===== config.mk =====
export PLATFORM = sky130hd
export DESIGN_NAME = clause_array_ctrl
export DESIGN_NICKNAME = d
export VERILOG_FILES = /design/src/rtl/clause_array_ctrl.sv
export SDC_FILE = /design/constraint.sdc
export NUM_CORES = 1
export LEC_CHECK = 0
export ABC_AREA = 0
export ABC_CLOCK_PERIOD_IN_PS = 3100
export CORE_ASPECT_RATIO = 0.8
export CORE_UTILIZATION = 30
export CTS_BUF_LIST = sky130_fd_sc_hd__clkbuf_4 sky130_fd_sc_hd__clkbuf_8 sky130_fd_sc_hd__clkbuf_16
export DETAILED_ROUTE_END_ITERATION = 7
export PLACE_DENSITY = 0.64
export SLEW_MARGIN = 5
export SYNTH_ARGS = -nofsm -noshare
export SYNTH_HDL_FRONTEND = slang
export SYNTH_SLANG_ARGS = --single-unit
export TNS_END_PERCENT = 100

===== constraint.sdc =====
create_clock -name clk -period 3.1 [get_ports clk]
set_clock_uncertainty 0.15 [all_clocks]
set_input_delay 0.31 -clock clk [delete_from_list [all_inputs] [get_ports clk]]
set_output_delay 0.31 -clock clk [all_outputs]
set_load 0.005 [all_outputs]

===== src/rtl/clause_array_ctrl.sv =====
// clause_array_ctrl: sequencing controller for one clause_array instance.
// Loads a bin of clauses row by row from a valid/ready stream, runs
// implication to a fixpoint, conflict or iteration limit, and issues
// backtrack pulses.
// Optional feature macro: CLAUSE_CTRL_ZERO_FILL_EN (zero-write rows after
// the last real clause of a bin).
//
// Handshake: a clause beat transfers on a rising edge where cl_valid_i and
// cl_ready_o are both high; cl_ready_o is high only in LOAD, and the beat's
// len/value/last are only looked at on that edge.
module clause_array_ctrl #(
  parameter int NUM_CLAUSES = 8,
  parameter int NUM_VARS    = 8,
  parameter int WIDTH_C_LEN = 4
) (
  input  logic                               clk,
  input  logic                               rst,
  input  logic                               load_start_i,
  input  logic                               cl_valid_i,
  output logic                               cl_ready_o,
  input  logic [WIDTH_C_LEN-1:0]             cl_len_i,
  input  logic [NUM_VARS*3-1:0]              cl_value_i,
  input  logic                               cl_last_i,
  input  logic                               bcp_start_i,
  input  logic                               bkt_start_i,
  input  logic [NUM_VARS*3-1:0]              var_value_fb_i,
  input  logic                               conflict_i,
  output logic [NUM_CLAUSES-1:0]             wr_o,
  output logic [4:0]                         clause_len_o,
  output logic [NUM_VARS*3-1:0]              var_value_o,
  output logic                               apply_impl_o,
  output logic                               apply_bkt_o,
  output logic                               busy_o,
  output logic                               load_done_o,
  output logic                               bcp_done_o,
  output logic                               bkt_done_o,
  output logic                               bcp_conflict_o,
  output logic                               bcp_overflow_o,
  output logic [$clog2(NUM_CLAUSES):0]       rows_loaded_o,
  output logic [2:0]                         dbg_state_o
);

  localparam int PW = $clog2(NUM_CLAUSES) + 1;
  localparam int VW = NUM_VARS * 3;
  localparam int IW = $clog2(NUM_VARS + 2);

  localparam logic [2:0] S_IDLE = 3'd0;
  localparam logic [2:0] S_LOAD = 3'd1;
  localparam logic [2:0] S_FILL = 3'd2;
  localparam logic [2:0] S_IMPL = 3'd3;
  localparam logic [2:0] S_EVAL = 3'd4;
  localparam logic [2:0] S_BKT  = 3'd5;

  localparam logic [PW-1:0] PTR_ONE  = PW'(1);
  localparam logic [PW-1:0] LAST_ROW = PW'(NUM_CLAUSES - 1);
  localparam logic [PW-1:0] ROWS_MAX = PW'(NUM_CLAUSES);
  localparam logic [IW-1:0] ITER_ONE = IW'(1);
  localparam logic [IW-1:0] ITER_MAX = IW'(NUM_VARS + 1);

`ifdef CLAUSE_CTRL_ZERO_FILL_EN
  localparam bit FILL_EN = 1'b1;
`else
  localparam bit FILL_EN = 1'b0;
`endif

  logic [2:0]             r_state;
  logic [PW-1:0]          r_ptr;
  logic [PW-1:0]          r_rows;
  logic [IW-1:0]          r_iter;
  logic [VW-1:0]          r_snap;
  logic [NUM_CLAUSES-1:0] r_wr;
  logic [4:0]             r_len;
  logic [VW-1:0]          r_value;
  logic                   r_wr_last;
  logic                   r_load_done;
  logic                   r_bcp_done;
  logic                   r_bkt_done;
  logic                   r_conflict;
  logic                   r_overflow;

  logic                   w_accept;
  logic                   w_load_end;
  logic                   w_to_fill;
  logic [NUM_CLAUSES-1:0] w_row_sel;
  logic                   w_fb_same;
  logic                   w_eval_done;
  logic                   w_bcp_go;

  // Beat transfer, end-of-load and row-select decode.
  assign w_accept    = (r_state == S_LOAD) && cl_valid_i;
  assign w_load_end  = w_accept && (cl_last_i || (r_ptr == LAST_ROW));
  assign w_to_fill   = FILL_EN && (r_ptr < LAST_ROW);
  assign w_row_sel   = NUM_CLAUSES'(1) << r_ptr;
  assign w_fb_same   = (var_value_fb_i == r_snap);
  assign w_eval_done = conflict_i || w_fb_same || (r_iter >= ITER_MAX);
  assign w_bcp_go    = (r_state == S_IDLE) && !load_start_i && bcp_start_i;

  // Sequencer state, row pointer, real-row count, iteration count, snapshot.
  always_ff @(posedge clk or negedge rst) begin
    if (!rst) begin
      r_state <= S_IDLE;
      r_ptr   <= '0;
      r_rows  <= '0;
      r_iter  <= '0;
      r_snap  <= '0;
    end else begin
      case (r_state)
        S_IDLE: begin
          if (load_start_i) begin
            r_state <= S_LOAD;
            r_ptr   <= '0;
            r_rows  <= '0;
          end else if (bcp_start_i) begin
            r_state <= S_IMPL;
            r_iter  <= '0;
          end else if (bkt_start_i) begin
            r_state <= S_BKT;
          end
        end
        S_LOAD: begin
          if (w_accept) begin
            r_rows <= r_rows + PTR_ONE;
            if (r_ptr < ROWS_MAX) r_ptr <= r_ptr + PTR_ONE;
            if (w_load_end) r_state <= w_to_fill ? S_FILL : S_IDLE;
          end
        end
        S_FILL: begin
          if (r_ptr < ROWS_MAX) r_ptr <= r_ptr + PTR_ONE;
          if (r_ptr >= LAST_ROW) r_state <= S_IDLE;
        end
        S_IMPL: begin
          r_snap  <= var_value_fb_i;
          r_iter  <= r_iter + ITER_ONE;
          r_state <= S_EVAL;
        end
        S_EVAL: begin
          r_state <= w_eval_done ? S_IDLE : S_IMPL;
        end
        S_BKT: begin
          r_state <= S_IDLE;
        end
        default: begin
          r_state <= S_IDLE;
        end
      endcase
    end
  end

  // Row write register: one-hot write for exactly one cycle per row, and
  // load_done one cycle after the final row write of the bin.
  always_ff @(posedge clk or negedge rst) begin
    if (!rst) begin
      r_wr        <= '0;
      r_len       <= '0;
      r_value     <= '0;
      r_wr_last   <= 1'b0;
      r_load_done <= 1'b0;
    end else begin
      r_wr        <= '0;
      r_wr_last   <= 1'b0;
      r_load_done <= r_wr_last;
      if (w_accept) begin
        r_wr      <= w_row_sel;
        r_len     <= 5'(cl_len_i);
        r_value   <= cl_value_i;
        r_wr_last <= w_load_end && !w_to_fill;
      end else if (r_state == S_FILL) begin
        r_wr      <= w_row_sel;
        r_len     <= '0;
        r_value   <= '0;
        r_wr_last <= (r_ptr >= LAST_ROW);
      end
    end
  end

  // Implication and backtrack completion pulses and sticky result flags.
  always_ff @(posedge clk or negedge rst) begin
    if (!rst) begin
      r_bcp_done <= 1'b0;
      r_bkt_done <= 1'b0;
      r_conflict <= 1'b0;
      r_overflow <= 1'b0;
    end else begin
      r_bcp_done <= 1'b0;
      r_bkt_done <= (r_state == S_BKT);
      if (w_bcp_go) begin
        r_conflict <= 1'b0;
        r_overflow <= 1'b0;
      end
      if ((r_state == S_EVAL) && w_eval_done) begin
        r_bcp_done <= 1'b1;
        r_conflict <= conflict_i;
        r_overflow <= !conflict_i && !w_fb_same;
      end
    end
  end

  assign cl_ready_o     = (r_state == S_LOAD);
  assign wr_o           = r_wr;
  assign clause_len_o   = r_len;
  assign var_value_o    = r_value;
  assign apply_impl_o   = (r_state == S_IMPL);
  assign apply_bkt_o    = (r_state == S_BKT);
  assign busy_o         = (r_state != S_IDLE);
  assign load_done_o    = r_load_done;
  assign bcp_done_o     = r_bcp_done;
  assign bkt_done_o     = r_bkt_done;
  assign bcp_conflict_o = r_conflict;
  assign bcp_overflow_o = r_overflow;
  assign rows_loaded_o  = r_rows;
  assign dbg_state_o    = r_state;

endmodule


Word-level counts from Yosys, hierarchy flattened. Index checks and enable logic that the tools add are counted.

Add/sub/neg operators: 3. Reductions and logical operators: 23. Magnitude comparators: 3. Divide/modulo/power cells: 0. Bitwise gates (word level): 0. Mux-type cells: 29. Shift-type cells: 1. Equality and inequality tests: 14. Multiply operators: 0.

Operator list (number): 24-bit 2-to-1 mux (2); 24-bit equality test (1); 4-bit 2-to-1 mux (6); 3-bit 2-to-1 mux (6); 8-bit 2-to-1 mux (2); 4-bit case mux with 2 select lines (2); 3-bit case mux with 5 select lines (1); 4-bit by 1-bit adder with 4-bit output, second input constant (3); 4-bit case mux with 3 select lines (1); 5-bit 2-to-1 mux (2); 3-bit AND reduction (3); 2-bit inequality test, second input constant (4); 2-bit nonzero test (4); 1-bit by 4-bit left shift with 8-bit output, first input constant (1); 3-bit by 2-bit equality test with 1-bit output, second input constant (2); 3-bit equality test, second input constant (2); 1-bit logical AND (6); 1-bit 2-to-1 mux (6); 3-bit nonzero test (2); 4-bit by 3-bit equality test with 1-bit output, second input constant (1); 4-bit by 3-bit >= comparator with 1-bit output, second input constant (1); 4-bit >= comparator, second input constant (1); 4-bit less-than comparator, second input constant (1); 2-bit by 1-bit inequality test with 1-bit output, second input constant (2); other kinds (7) (11).

Bits in latches: 0. Logic and storage cells: 87. Memory bits (read-only): 0. Memories kept: 0. Output and inout port bits: 53. Bits in registers: 82. Bits in writable memories: 0. Input port bits: 60.

Depth between registers and ports, before layout.
Depth after elaboration: 6. Gate-level depth with buffers: 8. Gate-level depth less buffers: 6.

Worst setup path before layout. Ideal clock, no wire load.

Path kind: register to output. Start point: reg r_state[1], in the netlist dbg_state_o[1]. End point: out apply_impl_o. Data arrival time: 1.249 ns. Buffers on the path: 3. Stages on the path, launching flop included: 7. Path slack: 1.391 ns. Required time: 2.640 ns. Cell sequence: dfrtp_1 buf_4 nand2_1 or2_2 buf_6 inv_4 buf_2.

Cells in the longest elaborated chain, start to end: 1.

Ends and longest elaborated chain: start, declared (line 66) `logic [2:0] r_state;`; start signal, assigned (line 124) `if (w_load_end) r_state <= w_to_fill ? S_FILL : S_IDLE;`; start signal, assigned (line 137) `r_state <= w_eval_done ? S_IDLE : S_IMPL;`; 3-bit by 2-bit equality test with 1-bit output (line 202) `assign apply_impl_o = (r_state == S_IMPL);`; end, declared (line 31) `output logic apply_impl_o,`.

No other way between the ends.

Worst setup path in the final report. Same ends and word-level chain as after synthesis.

==> reports/results.ini <==
[critical_path]
crit_family = simple AND/OR/NAND/NOR gates
crit_buf_inv = 2
cp_max_fo = 26
reg2reg_from = dbg_state_o[1]
rr_worst_depth = 7
endpoint_kind = primary output
rrSetupSlack_ns = 0.89
crit_path_cell_trace = nand2_1 -> or2_2 -> inv_4 -> clkdlybuf4s50_1
cp.arrival_ns = 2.15
start_kind = register
critPathLaunch = dbg_state_o[1]
crit_type = register to primary output
worstReg2RegEnd = r_iter[3]
critPathSlowestCell = dfrtp_1
critPathMaxStageDelay_ns = 0.54
worst_ep_required_time_ns = 2.64

[clock_network]
root_buffer = clkbuf_16
cts_hold_buf = 0
post-cts-setup-buffers = 0
cts_resized = 0
max-clock-path-buffers = 2
htreeDepth = 3
cts_made_buffers = 9
clk_pin_slew_ns = 0.06
cts_tree = done
cts.sinks = 81
clkLatencyLatePin_ns = 0.33

[route]
vias_per_cell = 4.61
ant_nets = 0
wl_per_cell_um = 13.3
drc = 0
first_pass_iters = 4
drt_iter0_markers = 165
wirelength_um = 8640
via_count = 3004

[logic_synthesis]
ys_seq_area_frac = 0.547
synthFlopType = dfrtp_1
synth_seq_cells = 81
synthAdderAreaFrac = 0.0338
postSynthCellCount = 392
synth_edf_count = 0
synth_warnings = 0
synth_xor_xnor_area_share = 0.0662
synth_simple_gate_area_frac = 0.228
syn-num-nets = 462
async_flop_share = 1.00
syn-cell-area_sq_mm = 0.00370
synth_top_family_by_area = simple AND/OR/NAND/NOR gates
synth_compound_area_frac = 0.0814
syn_area_per_cell_sq_um = 9.45
synthMuxAreaShare = 0.00608
yosysUniqueCellTypes = 41

[timing]
setup_viol = 0
min_period_ns = 2.61
slew_viol_final = 0
rsz0062_at_grt = no
relSlewSlack = 0.327
worst_slew_pin_slew_ns = 1.01
whs_ns = 0.00187
hold_viol_final = 0
fin_crit_sh = 0.841
fin_setup_tns_ns = 0
max_freq_mhz = 383

[die]
rows = 35
dieWidth_um = 126
io_pins = 113
fp.dieH_um = 101
core_sq_mm = 0.0118
die-area_sq_mm = 0.0128
start_util = 0.314

[pwr]
powerDensity_mw_per_mm2 = 857
peakVddDrop_v = 0.000348
leakage_nw = 2.42

[layout]
fill_cells = 1138
area.growth.synth_to_final_pct = 40.5
layout-drive-gt1-share = 0.0615
finish.net_count = 570
num_antenna_cells = 0
seqCellArea_sq_mm = 0.00203
multi_input_area_sq_mm = 0.00154

[status]
status = completed

[place]
globalplace.congestion = 0.807
hpwl_um = 6280
numPortBuffers = 111

[global_routing]
track_usage = 0.144
grt_pass1_vias = 2958
grt_max_degree = 82
grt_antenna_before_repair = 0
grt_pass1_wl_um = 14500
grt_overflow_total = 0

[min_path]
min_path_type = input pin to async pin

[job]
maxCapViolCount = 0

[flip-flops by register name, summed over array words and instances, names as in the netlist, 3 cells and up]
register / count
clause_len_o: 4
dbg_state_o: 3
r_iter: 4
r_ptr: 4
r_snap: 24
rows_loaded_o: 4
var_value_o: 24
wr_o: 8
[cells by family after synthesis]
family | after synthesis
muxes | 2
AOI/OAI and AO/OA | 52
other | 1
buffers and inverters | 25
adders and majority gates | 10
and+or+nand+nor | 193
xor gates and xnor gates | 28
DFF | 81
[cell usage in the layout, fill, tap and decap left out, types with 4 or more instances in the layout]
cell type,synthesis,final
o21ai_0,34,34
ha_1,10,10
nand2_1,142,142
clkdlybuf4s50_1,0,110
and2_1,5,4
inv_1,6,6
nor4_1,7,7
clkbuf_16,0,9
nor3_1,4,4
nor2_1,12,12
a21oi_1,6,6
dfrtp_1,81,81
xor2_1,28,28
and3_1,7,7
buf_4,3,5
[where the power goes]
part | internal [W] | total, W | switching, W
combinational | 0.000885 | 0.00167 | 0.000785
sequential | 0.00148 | 0.00180 | 0.000323
clock | 0.000599 | 0.000991 | 0.000392
[worst register-to-register path, delay by kind of cell (launching register included)]
kind / cells / cell delay [ns]
xor+xnor: 1 / 0.14
simple gates: 4 / 0.85
flops: 1 / 0.54
buf+inv: 2 / 0.41
[synthesized netlist by cell type (2+ instances only)]
cell type | instances | area (sq um)
and3_1 | 7 | 43.8
clkbuf_2 | 2 | 10.0
buf_4 | 3 | 22.5
ha_1 | 10 | 125
nor3_1 | 4 | 20.0
mux2_2 | 2 | 22.5
nand2_1 | 142 | 533
clkbuf_1 | 3 | 11.3
nor2_2 | 2 | 12.5
inv_1 | 6 | 22.5
o31ai_1 | 2 | 15.0
nor4_1 | 7 | 43.8
and2_1 | 5 | 31.3
nand2b_1 | 2 | 12.5
nor2_1 | 12 | 45.0
buf_6 | 2 | 22.5
o21ai_0 | 34 | 170
nand4_1 | 3 | 18.8
a21oi_1 | 6 | 30.0
nand3b_1 | 2 | 15.0
o41ai_1 | 2 | 17.5
dfrtp_1 | 81 | 2030
buf_2 | 8 | 40.0
xor2_1 | 28 | 245
[through the flow]
stage / setup WS (ns) / cells / instance area [sq um] / power (W) / util
6_report: 0.492 / 652 / 5200 / 0.00446 / 0.442
3_5_place_dp: 0.860 / 637 / 4920 / 0.00350 / 0.418
2_1_floorplan: 1.39 / 392 / 3700 / 0.00267 / -
4_1_cts: 0.491 / 652 / 5200 / 0.00451 / 0.442
3_3_place_gp: 0.819 / 637 / 4920 / 0.00343 / 0.418
5_1_grt: 0.381 / 652 / 5200 / 0.00482 / 0.442
[metal layers]
layer / up-vias / share of wire / global-route usage
met1: 1403 / 0.49 / 0.192
li1: 1494 / - / -
met4: 0 / 0.011 / 0.0389
met3: 12 / 0.058 / 0.0470
met2: 95 / 0.45 / 0.225
met5: - / 0 / 0
[layout make-up]
| class | count | share of cell area |
|---|---|---|
| flip-flops and latches | 81 | 0.390 |
| clock buffers | 12 | 0.0512 |
| well taps | 148 | 0.0356 |
| multi-input cells | 286 | 0.296 |
| clock inverters | 3 | 0.00289 |
| inverters | 7 | 0.00553 |
| repair buffers | 115 | 0.219 |
[worst max path at each step]
stage | end | slack, ns | cells after the start
CTS | apply_impl_o | 0.49 | 4
floorplan | apply_impl_o | 1.39 | 6
finish | apply_impl_o | 0.49 | 4
detailed placement | apply_impl_o | 0.86 | 4
global placement | bcp_conflict_o | 0.82 | 6
global route | apply_impl_o | 0.38 | 4
Power figures use the tool's default switching activity.
